===== config.mk =====
export PLATFORM = sky130hd
export DESIGN_NAME = line_scanner_flat
export DESIGN_NICKNAME = d
export VERILOG_FILES = /design/src/rtl/line_scanner_pkg.sv /design/src/rtl/line_scanner_if.sv /design/src/rtl/line_scanner_dwell_counter.sv /design/src/rtl/line_scanner.sv /design/src/flat_wrapper.sv
export SDC_FILE = /design/constraint.sdc
export NUM_CORES = 1
export LEC_CHECK = 0
export ABC_AREA = 0
export CAP_MARGIN = 20
export CORE_AREA = 2 2 39 41
export CTS_BUF_LIST = sky130_fd_sc_hd__clkbuf_4
export CTS_CLUSTER_SIZE = 16
export DETAILED_ROUTE_END_ITERATION = 6
export DIE_AREA = 0 0 41 43
export PLACE_DENSITY = 0.79
export SYNTH_ARGS = -nofsm -noshare
export SYNTH_HDL_FRONTEND = slang
export SYNTH_HIERARCHICAL = 1
export SYNTH_SLANG_ARGS = --single-unit

===== constraint.sdc =====
create_clock -name clk -period 2.95 [get_ports clk]
set_clock_uncertainty 0.15 [all_clocks]
set_input_delay 0.59 -clock clk [delete_from_list [all_inputs] [get_ports clk]]
set_output_delay 0.59 -clock clk [all_outputs]
set_load 0.1 [all_outputs]

===== src/rtl/line_scanner_pkg.sv =====
// Shared types and constants for the one-hot line-select scanner.
package scanner_pkg;

    typedef enum logic {
        IDLE = 1'b0,
        SCAN = 1'b1
    } scan_state_t;

    localparam logic DIR_DOWN = 1'b0;
    localparam logic DIR_UP   = 1'b1;

    // A dwell of 1 still needs a 1-bit counter so the compare logic stays uniform.
    function automatic int cnt_width(input int dwell);
        return (dwell > 1) ? $clog2(dwell) : 1;
    endfunction

endpackage


===== src/rtl/line_scanner_if.sv =====
// Control/status bundle between the readout sequencer and the line scanner.
interface line_scanner_if #(
    parameter int N = 4
);
    localparam int IW = $clog2(N);

    logic          start;
    logic          adv;
    logic          dir;
    logic          cont;
    logic          abort;
    logic [N-1:0]  sel;
    logic [IW-1:0] idx;
    logic          busy;
    logic          done;

    modport master (
        output start, adv, dir, cont, abort,
        input  sel, idx, busy, done
    );

    modport slave (
        input  start, adv, dir, cont, abort,
        output sel, idx, busy, done
    );
endinterface


===== src/rtl/line_scanner_dwell_counter.sv =====
// Counts adv-qualified cycles on one line; tick marks the final cycle of the dwell.
module dwell_counter
    import scanner_pkg::*;
#(
    parameter int DWELL = 1
) (
    input  logic clk,
    input  logic reset,
    input  logic clr,
    input  logic en,
    output logic tick
);
    localparam int             CW   = cnt_width(DWELL);
    localparam logic [CW-1:0]  LAST = CW'(DWELL - 1);

    logic [CW-1:0] count;

    assign tick = en && (count == LAST);

    always_ff @(posedge clk or negedge reset) begin
        if (!reset) begin
            count <= '0;
        end else if (clr) begin
            count <= '0;
        end else if (en) begin
            count <= tick ? '0 : count + CW'(1);
        end
    end
endmodule


===== src/rtl/line_scanner.sv =====
// One-hot line-select scanner: walks a single token across N select lines.
//   state | meaning
//   IDLE  | no line selected, waiting for start
//   SCAN  | token on line idx, advancing every DWELL adv-qualified cycles
module line_scanner
    import scanner_pkg::*;
#(
    parameter int N     = 4,
    parameter int DWELL = 1
) (
    input  logic           clk,
    input  logic           reset,
    line_scanner_if.slave  bus
);
    localparam int            IW      = $clog2(N);
    localparam logic [IW-1:0] IDX_TOP = IW'(N - 1);
    localparam logic [N-1:0]  SEL_TOP = {1'b1, {(N-1){1'b0}}};
    localparam logic [N-1:0]  SEL_BOT = {{(N-1){1'b0}}, 1'b1};

    scan_state_t   state, state_nxt;
    logic [N-1:0]  sel_q, sel_nxt;
    logic [IW-1:0] idx_q, idx_nxt;
    logic          dir_q, dir_nxt;
    logic          cont_q, cont_nxt;
    logic          done_q, done_nxt;
    logic          tick;
    logic          at_last;

    dwell_counter #(.DWELL(DWELL)) u_dwell (
        .clk   (clk),
        .reset (reset),
        .clr   ((state == IDLE) || bus.abort),
        .en    ((state == SCAN) && bus.adv),
        .tick  (tick)
    );

    assign at_last = (dir_q == DIR_UP) ? (idx_q == IDX_TOP) : (idx_q == '0);

    always_ff @(posedge clk or negedge reset) begin
        if (!reset) begin
            state  <= IDLE;
            sel_q  <= '0;
            idx_q  <= '0;
            dir_q  <= DIR_DOWN;
            cont_q <= 1'b0;
            done_q <= 1'b0;
        end else begin
            state  <= state_nxt;
            sel_q  <= sel_nxt;
            idx_q  <= idx_nxt;
            dir_q  <= dir_nxt;
            cont_q <= cont_nxt;
            done_q <= done_nxt;
        end
    end

    always_comb begin
        state_nxt = state;
        sel_nxt   = sel_q;
        idx_nxt   = idx_q;
        dir_nxt   = dir_q;
        cont_nxt  = cont_q;
        done_nxt  = 1'b0;
        if (bus.abort) begin
            state_nxt = IDLE;
            sel_nxt   = '0;
            idx_nxt   = '0;
        end else if (state == IDLE) begin
            if (bus.start) begin
                state_nxt = SCAN;
                dir_nxt   = bus.dir;
                cont_nxt  = bus.cont;
                sel_nxt   = (bus.dir == DIR_UP) ? SEL_BOT : SEL_TOP;
                idx_nxt   = (bus.dir == DIR_UP) ? '0 : IDX_TOP;
            end
        end else if (tick) begin
            if (at_last) begin
                done_nxt = 1'b1;
                if (cont_q) begin
                    sel_nxt = (dir_q == DIR_UP) ? SEL_BOT : SEL_TOP;
                    idx_nxt = (dir_q == DIR_UP) ? '0 : IDX_TOP;
                end else begin
                    state_nxt = IDLE;
                    sel_nxt   = '0;
                    idx_nxt   = '0;
                end
            end else if (dir_q == DIR_UP) begin
                sel_nxt = sel_q << 1;
                idx_nxt = idx_q + IW'(1);
            end else begin
                sel_nxt = sel_q >> 1;
                idx_nxt = idx_q - IW'(1);
            end
        end
    end

    assign bus.sel  = sel_q;
    assign bus.idx  = idx_q;
    assign bus.busy = (state == SCAN);
    assign bus.done = done_q;
endmodule


===== src/flat_wrapper.sv =====
// flat-port wrapper written by rule: the top's interface ports become plain ports
module line_scanner_flat import scanner_pkg::*;
#(
    parameter int N     = 4,
    parameter int DWELL = 1
)
  (clk, reset, bus_start, bus_adv, bus_dir, bus_cont, bus_abort, bus_sel, bus_idx, bus_busy, bus_done);
  line_scanner_if #(.N(N)) bus_i ();
  input  logic clk;
  input  logic reset;
  input wire logic [$bits(bus_i.start)-1:0] bus_start;
  input wire logic [$bits(bus_i.adv)-1:0] bus_adv;
  input wire logic [$bits(bus_i.dir)-1:0] bus_dir;
  input wire logic [$bits(bus_i.cont)-1:0] bus_cont;
  input wire logic [$bits(bus_i.abort)-1:0] bus_abort;
  output wire logic [$bits(bus_i.sel)-1:0] bus_sel;
  output wire logic [$bits(bus_i.idx)-1:0] bus_idx;
  output wire logic [$bits(bus_i.busy)-1:0] bus_busy;
  output wire logic [$bits(bus_i.done)-1:0] bus_done;
  assign bus_i.start = bus_start;
  assign bus_i.adv = bus_adv;
  assign bus_i.dir = bus_dir;
  assign bus_i.cont = bus_cont;
  assign bus_i.abort = bus_abort;
  assign bus_sel = bus_i.sel;
  assign bus_idx = bus_i.idx;
  assign bus_busy = bus_i.busy;
  assign bus_done = bus_i.done;
  line_scanner #(.N(N), .DWELL(DWELL)) u_core (.clk(clk), .reset(reset), .bus(bus_i));
endmodule

==> results.sh <==
export IMPL_hold_viol=0
export IMPL_end_kind="output port"
export IMPL_rsz0062_at_grt="no"
export IMPL_status="complete, no violations"
export IMPL_gp_congestion=0.774
export IMPL_grt_overflow=0
export IMPL_synth_area_leaders="dfrtp_1, mux2_2, nand3b_1"
export IMPL_synth_largest_area_cell="dfrtp_1"
export IMPL_worstSetupPathType="register to output port"
export IMPL_synthesis_nets=70
export IMPL_ir_drop_mv=0.286
export IMPL_area_growth_syn_to_layout_pct=21.1
export IMPL_cts_hold_buf=0
export IMPL_hold_depth=1
export IMPL_final_cell_mix="dfrtp_1, buf_4, clkdlybuf4s50_1, mux2_2"
export IMPL_grt_use_met1_pct=28.3
export IMPL_antenna_found_initial=0
export IMPL_critPathLaunchType="register"
export IMPL_grt_max_degree=17
export IMPL_r2r_cells=5
export IMPL_tns_ps=0
export IMPL_synth_avg_cell_area_um2=10.6
export IMPL_crit_slowest_cell="dfrtp_1"
export IMPL_drv_slew=0
export IMPL_critPathBufInv=1
export IMPL_synth_cells=63
export IMPL_clkSinkCount=11
export IMPL_max_freq_mhz=497
export IMPL_post_route_period_util_pct=68.2
export IMPL_yosys_warnings=6
export IMPL_path_delay_family="flip-flops"
export IMPL_grt_busiest_layer="met1"
export IMPL_hp_class="register to register"
export IMPL_worst_pin_slew_ps=497
export IMPL_routed_wl_mm=1.35
export IMPL_cts_tree="yes"
export IMPL_max_stage_delay_ps=620
export IMPL_ys_ff_latch=11
export IMPL_met2_usage_pct=26.6
export IMPL_num_io_pins=15
export IMPL_grtUsageMet3_pct=4.71
export IMPL_start_util_pct=48.1
export IMPL_p_per_area_mw_per_mm2=514
export IMPL_finalSetupViolations=0
export IMPL_fin_nets=84
export IMPL_cts_setup_buffers=0
export IMPL_coreArea_mm2=0.00138
export IMPL_drt_pass1_iterations=4
export IMPL_drtIter0Drc=16
export IMPL_avgViaCountPerCell=5.77
export IMPL_syn_area_um2=666
export IMPL_vias=531
export IMPL_mostFrequentLayoutCell="dfrtp_1"
export IMPL_htree_num_levels=1
export IMPL_io_buffer_count=14
export IMPL_cp_required_ps=2210
export IMPL_ctsResizeCount=0
export IMPL_die_h_um=43
export IMPL_path_cells="buf_4"
export IMPL_ys_async_sr_fraction_pct=100
export IMPL_clk_latency_ps=270
export IMPL_dpl_cell_count=88
export IMPL_fp_dieW_um=41
export IMPL_slew_headroom_pct=66.8
export IMPL_nFillCells=119
export IMPL_drc=0
export IMPL_antennaDiodeCount=0
export IMPL_root_buffer="clkbuf_4"
export IMPL_dp_hpwl_um=944
export IMPL_yosysUniqueCellTypes=34
export IMPL_cp_max_fo=16
export IMPL_grt_pass1_wl_mm=2.37
export IMPL_ys_seq_area_share_pct=41.4
export IMPL_cap_violations=0
export IMPL_row_count=14
export IMPL_period_minus_slack_ps=2010
export IMPL_postRouteAntennaNets=0
export IMPL_cp_arrival_ps=1270
export IMPL_cts_buffer_depth=2
export IMPL_drive_gt1_share_pct=31.6
export IMPL_grt_pass1_vias=512
export IMPL_leakagePower_nw=0.330
export IMPL_clkTransAtPathRegs_ps=70
export IMPL_synth_edf_count=0
export IMPL_fin_cells=92
export IMPL_cp_depth=1
export IMPL_synth_top_area_share_pct=41.4
export IMPL_grt_util_all_layers_pct=20.0
export IMPL_die_area_mm2=0.00176
export IMPL_synthFlopType="dfrtp_1"
export IMPL_cts_inserted_buffers=3
export IMPL_wl_per_cell_um=14.7
layer usage:
metal  share of wire (%)  vias to the layer above
met5                   0                        -
met4                 1.0                        0
met3                 4.1                        2
met2                  45                       16
met1                  50                      251
li1                    -                      262
flip-flops by register name, indices dropped and copies added (netlist names):
name	cells
u_core/bus.idx	2
u_core/bus.done	1
u_core/bus.busy	1
u_core/u_dwell/count	1
u_core/bus.sel	4
u_core/cont_q	1
u_core/dir_q	1
layout make-up:
class | instances | area, µm² | area share (%)
clock buffers | 4 | 30.0 | 3.73
well taps | 16 | 20.0 | 2.48
multi-input cells | 47 | 360 | 44.7
repair buffers | 14 | 120 | 14.9
flip-flops and latches | 11 | 275 | 34.2
worst paths after layout:
path,startpoint,endpoint,slack (ps)
min in group asynchronous,reset,u_core/bus.done,500
setup / recovery,u_core/bus.busy,bus_busy,940
hold reg to reg,u_core/u_dwell/count,u_core/u_dwell/count,380
max in group asynchronous,reset,u_core/bus.sel[1],1810
setup reg to reg,u_core/bus.busy,u_core/bus.idx[0],1070
hold / removal,u_core/u_dwell/count,u_core/u_dwell/count,380
cell usage after synthesis (2+ instances only):
master	count
a22o_1	2
buf_2	3
nand2_1	4
nand3_1	2
mux2_2	5
dfrtp_1	11
o2bb2ai_1	2
o21ai_0	4
nor2b_1	2
nand3b_1	4
stage by stage:
stage / hold WS [ps] / utilization [%] / setup slack [ps] / area [µm²] / total power [mW]
detailed placement: 364 / 56.1 / 713 / 776 / 0.303
floorplan: 144 / - / 613 / 666 / 0.276
global route: 406 / 58.2 / 856 / 806 / 0.437
global placement: 361 / 56.1 / 747 / 776 / 0.300
finish: 376 / 58.2 / 938 / 806 / 0.414
CTS: 385 / 58.2 / 936 / 806 / 0.417
power breakdown:
part | leakage (nW) | total [mW] | internal, mW | switching, mW
Combinational | 0.166 | 0.114 | 0.0450 | 0.0685
Sequential | 0.146 | 0.187 | 0.161 | 0.0259
Clock | 0.0184 | 0.113 | 0.0616 | 0.0515
cells by family (layout without fill, tap and decap cells):
family | count (synthesis) | after routing | synth area share (%)
DFF | 11 | 11 | 41.4
AOI/OAI and AO/OA | 14 | 14 | 16.9
buffers and inverters | 5 | 18 | 4.51
xor gates and xnor gates | 1 | 1 | 1.32
muxes | 5 | 5 | 8.46
and+or+nand+nor | 27 | 27 | 27.4
Power figures use the tool's default switching activity.
